**src/rtl/lzd_seq_ctrl.sv**
```systemverilog
// Sequencer for the 61-bit LZD: chains all-zero words into one wide leading-zero count.
// Latency: word accepted -> result valid 3 cycles later; each extra all-zero word adds 3 cycles + input wait.
// Backpressure: u_ready only in IDLE; the result is held in DONE until res_ready.
//
// Ports:
//   clk, rst            clock (posedge) and asynchronous active-high reset
//   u_valid/u_ready     uniform-word input stream, u_data[60] is the MSB
//   lzd_en/lzd_in       drive the external LZD; lzd_pos is its registered count (one cycle later)
//   res_valid/res_ready result stream: res_lz total zeros, res_word last word, res_sat all words zero
// Optional build macro LZD_SEQ_STATS_EN adds free-running counters stat_res / stat_ext.
module lzd_seq_ctrl #(
    parameter int MAX_EXT = 4,
    parameter int LZW     = 9
) (
    input  logic            clk,
    input  logic            rst,
    input  logic            u_valid,
    input  logic [60:0]     u_data,
    output logic            u_ready,
    output logic            lzd_en,
    output logic [60:0]     lzd_in,
    input  logic [5:0]      lzd_pos,
    output logic            res_valid,
    input  logic            res_ready,
    output logic [LZW-1:0]  res_lz,
    output logic [60:0]     res_word,
    output logic            res_sat
`ifdef LZD_SEQ_STATS_EN
    ,
    output logic [31:0]     stat_res,
    output logic [31:0]     stat_ext
`endif
);

    localparam int         EXTW     = (MAX_EXT > 1) ? $clog2(MAX_EXT) : 1;
    localparam logic [5:0] ALL_ZERO = 6'd61;

    typedef enum logic [1:0] {
        IDLE,
        ISSUE,
        WAIT,
        DONE
    } state_t;

    state_t            state_q, state_d;
    logic [LZW-1:0]    acc_q,   acc_d;
    logic [EXTW-1:0]   ext_q,   ext_d;
    logic              sat_q,   sat_d;
    logic [60:0]       word_q,  word_d;

    always_ff @(posedge clk or posedge rst) begin
        if (rst) begin
            state_q <= IDLE;
            acc_q   <= '0;
            ext_q   <= '0;
            sat_q   <= 1'b0;
            word_q  <= '0;
        end else begin
            state_q <= state_d;
            acc_q   <= acc_d;
            ext_q   <= ext_d;
            sat_q   <= sat_d;
            word_q  <= word_d;
        end
    end

    always_comb begin
        state_d   = state_q;
        acc_d     = acc_q;
        ext_d     = ext_q;
        sat_d     = sat_q;
        word_d    = word_q;
        u_ready   = 1'b0;
        lzd_en    = 1'b0;
        res_valid = 1'b0;
        case (state_q)
            IDLE: begin
                // Ready is masked by rst so nothing is accepted while reset is held.
                u_ready = ~rst;
                if (u_valid && !rst) begin
                    word_d  = u_data;
                    state_d = ISSUE;
                end
            end
            ISSUE: begin
                lzd_en  = 1'b1;
                state_d = WAIT;
            end
            WAIT: begin
                if (lzd_pos == ALL_ZERO) begin
                    acc_d = acc_q + LZW'(ALL_ZERO);
                    if (ext_q == EXTW'(MAX_EXT - 1)) begin
                        sat_d   = 1'b1;
                        state_d = DONE;
                    end else begin
                        // Keep the partial count and fetch the next word to extend it.
                        ext_d   = ext_q + EXTW'(1);
                        state_d = IDLE;
                    end
                end else begin
                    acc_d   = acc_q + LZW'(lzd_pos);
                    state_d = DONE;
                end
            end
            DONE: begin
                res_valid = 1'b1;
                if (res_ready) begin
                    acc_d   = '0;
                    ext_d   = '0;
                    sat_d   = 1'b0;
                    state_d = IDLE;
                end
            end
            default: state_d = IDLE;
        endcase
    end

    // The LZD operand is simply the captured word; it only matters while lzd_en is high.
    assign lzd_in   = word_q;
    assign res_lz   = acc_q;
    assign res_word = word_q;
    assign res_sat  = sat_q;

`ifdef LZD_SEQ_STATS_EN
    logic [31:0] stat_res_q, stat_ext_q;

    always_ff @(posedge clk or posedge rst) begin
        if (rst) begin
            stat_res_q <= '0;
            stat_ext_q <= '0;
        end else begin
            if (state_q == DONE && res_ready) begin
                stat_res_q <= stat_res_q + 32'd1;
            end
            if (state_q == WAIT && lzd_pos == ALL_ZERO) begin
                stat_ext_q <= stat_ext_q + 32'd1;
            end
        end
    end

    assign stat_res = stat_res_q;
    assign stat_ext = stat_ext_q;
`endif

endmodule

```
**config.mk**
```make
export PLATFORM = sky130hd
export DESIGN_NAME = lzd_seq_ctrl
export DESIGN_NICKNAME = d
export VERILOG_FILES = /design/src/rtl/lzd_seq_ctrl.sv
export SDC_FILE = /design/constraint.sdc
export NUM_CORES = 1
export LEC_CHECK = 0
export ABC_AREA = 1
export CORE_ASPECT_RATIO = 0.8
export CORE_MARGIN = 5
export CORE_UTILIZATION = 35
export DETAILED_ROUTE_END_ITERATION = 10
export PLACE_DENSITY = 0.73
export SLEW_MARGIN = 20
export SYNTH_ARGS = -nofsm -noshare
export SYNTH_HDL_FRONTEND = slang
export SYNTH_SLANG_ARGS = --single-unit
```
**constraint.sdc**
```tcl
create_clock -name clk -period 6.5 [get_ports clk]
set_input_delay 0.975 -clock clk [delete_from_list [all_inputs] [get_ports clk]]
set_output_delay 0.975 -clock clk [all_outputs]
set_load 0.03 [all_outputs]
```
* Word level (Yosys, flattened, before mapping) *
Cells that the tools add are included.

word-level totals
  input bits = 71
  register bits = 75
  word-level logic and storage cells = 46

cells by class
  equality and inequality tests = 10
  $add $sub $neg = 3
  reductions and logical operators = 9
  bitwise gates (word level) = 1
  multiplexer cells = 18

operator list
  cell                 number
  $mux 9               2
  $pmux 9 s2           1
  $mux 2               6
  $ne 2x2->1 const B   5
  $add 9x6->9          1
  $add 9x6->9 const B  1
  $pmux 2 s4           1
  $reduce_and 4->1     2
  $eq 2x2->1 const B   3
  $eq 6x6->1 const B   1
  $mux 1               6
  $reduce_and 2->1     3
  $pmux 2 s2           1
  $add 2x1->2 const B  1
  $eq 2x1->1 const B   1
  $logic_not 2->1      1
  $pmux 1 s2           1
  $reduce_bool 2->1    1
  $logic_and 1x1->1    1
  $logic_not 1->1      1
  $not 1->1            1

* Longest topological paths before layout *
  depth in word-level cells = 4
  depth in mapped cells = 11
  mapped depth without buffers = 10

* Least setup slack after synthesis *
Ideal clock, no wire load.

  kind = input port to output port
  from = input port rst
  to = output port u_ready
  cell stages on the path = 2
  data arrival time = 1.488 ns
  setup slack = 4.037 ns
  cells stage by stage = nor3_4 -> buf_2

between the ends
  word-level cells in the longest chain between the ends = 2

ends and longest elaborated chain
  what             line  text
  start, declared  16    input logic rst,
  $not 1->1        79    u_ready = ~rst;
  $mux 1           76    case (state_q)
  end, declared    19    output logic u_ready,

No other way between the ends.

* Worst setup path in the final report *
Ends and elaborated chain as after synthesis.

==> summary.md <==
| Metric | Value |
|---|---|
| Worst slew margin | 0.362 |
| Number of max-cap violations | 0 |
| Top delay family on crit path | buffers and inverters |
| Drt first-iter violations | 217 |
| Maximum vdd ir drop | 287 uV |
| Syn_area_per_cell | 8.27 um^2 |
| Clock-pin slew on the worst setup and hold paths | 0.06 ns |
| Share of post-route cells with drive strength above 1 | 0.0418 |
| Fin. Hold Viols | 0 |
| Clock sink count | 75 |
| Fin Setup TNS | 0 ns |
| Row count | 34 |
| Syn_nets | 540 |
| Remaining global-route overflow | 0 |
| Root buf cell | clkbuf_16 |
| Max Slew Vio Count | 0 |
| WL/cell | 14.4 um |
| CP endpoint kind | primary output |
| Synth unique cells | 21 |
| PwrDens | about 600 mW/mm^2 |
| Final nets | approximately 670 |
| Initial Utilization | 0.354 |
| Buffers & Inverters on Critical Path | 2 |
| Vias/cell | 4.63 |
| Final setup fails | 0 |
| # IOs | 206 |
| Cts hold-fix bufs | 0 |
| Achievable Freq | 304 MHz |
| Crit share post-route | 0.506 |
| Crit path DAT | 2.32 ns |
| H-Tree Level Count | 3 |
| Critical path class | in2out |
| Post-Syn Area | 0.00381 mm^2 |
| Clk buf depth | 2 |
| Required @ worst endpoint | 5.52 ns |
| CP peak stage delay | slightly below 0.7 ns |
| CP Launch Type | primary input |
| Static leakage | about 2.8 nW |
| Most used cell, CP | clkdlybuf4s50_1 |
| Synth-to-Final Area Change | 53.2% |
| Initial antenna violation count | 0 |
| Critical path peak fanout | 2 |
| TritonCTS Buffers | 9 |
| Worst slew pin tran | 0.957 ns |
| Vias in the first global route | 3370 |
| Antenna viol nets, final | 0 |
| Clk_lat worst skew | around 0.32 ns |
| Resize count post-CTS | 0 |
| Synthesized instance count | 460 |
| Antenna cells | 0 |
| Crit path time final | 3.29 ns |
| Worst path cell trace | clkdlybuf4s50_1 -> nor3_4 -> clkdlybuf4s50_1 |
| Final Skew | 0.00263 ns |
| Drt total wl | 10700 um |
| Die width | 127 um |
| Post-DP HPWL | 7790 um |
| Core ar. | approximately 0.011 mm^2 |
| RSZ-0062 raised after global routing | false |
| Die Span Y | 103 um |
| Status | completed |
| CTS tree | built |
| GP Congestion | approximately 0.8 |
| Slowest CP cell | clkdlybuf4s50_1 |
| Power Total | between 3 and 4 mW |
| Post-CTS setup buffers | 0 |
| # port buffers | 205 |
| Pre-antenna DRT Iters | 4 |
| Via Count | 3439 |
| Remaining DRCs | 0 |
| Global Route Usage Sum | 0.160 |
| First-pass GRT wire length | approximately 17000 um |
| Yosys warning count | 0 |
| Register area share after synthesis | 0.493 |
| Number of synthesized register bits | 75 |
| Die ar. | 0.0131 mm^2 |
| HP Class | reg2reg |
| Pin count of the biggest net entering global routing | 76 |
power breakdown:
| group | internal, mW | leakage [nW] | total [mW] | switching (mW) |
|---|---|---|---|---|
| sequential | 0.684 | 0.938 | 0.877 | 0.193 |
| combinational | 0.831 | 1.69 | 2.08 | 1.25 |
| clock | 0.357 | 0.159 | 0.542 | 0.186 |
| total | 1.87 | 2.79 | 3.50 | 1.63 |
logic make-up (layout without fill, tap and decap cells):
| kind of cell | Yosys count | after routing | synth area share |
|---|---|---|---|
| AND/OR/NAND/NOR | 263 | 263 | 0.292 |
| buffers and inverters | 101 | 239 | 0.163 |
| flip-flops | 75 | 75 | 0.493 |
| AO/OA/AOI/OAI | 11 | 11 | 0.0178 |
| adder cells (fa/ha/maj) | 9 | 9 | 0.0316 |
| XOR/XNOR | 1 | 1 | 0.00230 |
stage by stage:
stage	hold slack (ns)	worst slack, ns	utilization	cells	cell area (um^2)
after floorplan	0.457	3.62	-	460	3810
after global placement	0.467	3.09	0.511	726	5500
after detailed placement	0.488	2.97	0.511	726	5500
after CTS	0.502	3.20	0.541	742	5820
after global routing	0.528	3.17	0.542	742	5830
final	0.497	3.21	0.542	742	5830
state kept, by name, summed over array words and instances (netlist names):
register  flops
res_lz        9
state_q       2
ext_q         2
lzd_in       61
res_sat       1
cell usage after synthesis, drive strengths merged:
library cell | instances | share of area
nand2 | 174 | 0.17
dfrtp | 75 | 0.49
nand3 | 72 | 0.095
buf | 71 | 0.13
clkbuf | 15 | 0.015
inv | 15 | 0.015
ha | 8 | 0.026
nor2 | 8 | 0.0079
o21ai | 4 | 0.0053
a21oi | 3 | 0.0039
or2 | 3 | 0.0049
a22o | 2 | 0.0046
nand3b | 2 | 0.0039
nand4 | 2 | 0.0033
and2 | 1 | 0.0016
fa | 1 | 0.0053
nor3 | 1 | 0.0043
o21bai | 1 | 0.0020
o31ai | 1 | 0.0020
xnor2 | 1 | 0.0023
tightest hold or removal path, stage by stage (launching register included):
cell     delay [ns]
dfrtp_1        0.35
nand2_1        0.06
nand2_1        0.05
layout by cell type (no fill, tap or decap), types with 2 or more instances in the layout:
cell type          n
or2_2              3
o21ai_0            4
nand4_1            2
inv_1             14
nand3b_1           2
clkdlybuf4s50_1  204
clkbuf_16          9
buf_4              3
ha_1               8
nand3_1           72
nor2_1             8
a22o_1             2
dfrtp_1           75
clkinv_2           2
bufinv_16          2
clkbuf_8           2
a21oi_1            3
nand2_1          173
cell type report:
cell class / count / area [um^2]
Tap cell: 144 / 180
Timing Repair Buffer: 208 / 2070
Sequential cell: 75 / 1880
Fill cell: 965 / 4930
Inverter: 15 / 57.6
Multi-Input combinational cell: 284 / 1320
Clock inverter: 4 / 72.6
Clock buffer: 12 / 256
worst paths after layout:
check                           start    endpoint  slack [ns]  cells past startpoint
min in group asynchronous         rst   lzd_in[0]        1.33                      3
min reg2reg                lzd_in[13]  lzd_in[13]        0.50                      2
max in group asynchronous         rst  state_q[0]        4.51                      3
max reg2reg                state_q[0]  lzd_in[12]        4.34                      5
min                        lzd_in[13]  lzd_in[13]        0.50                      2
max                               rst     u_ready        3.21                      3
per-layer routing:
layer | track usage | wire [um] | vias up
met5 | 0 | 0 | -
met4 | 0.0519 | 146 | 0
met3 | 0.0421 | 764 | 14
met2 | 0.274 | 5310 | 137
met1 | 0.201 | 4440 | 1628
li1 | - | - | 1660
Power figures use the tool's default switching activity.
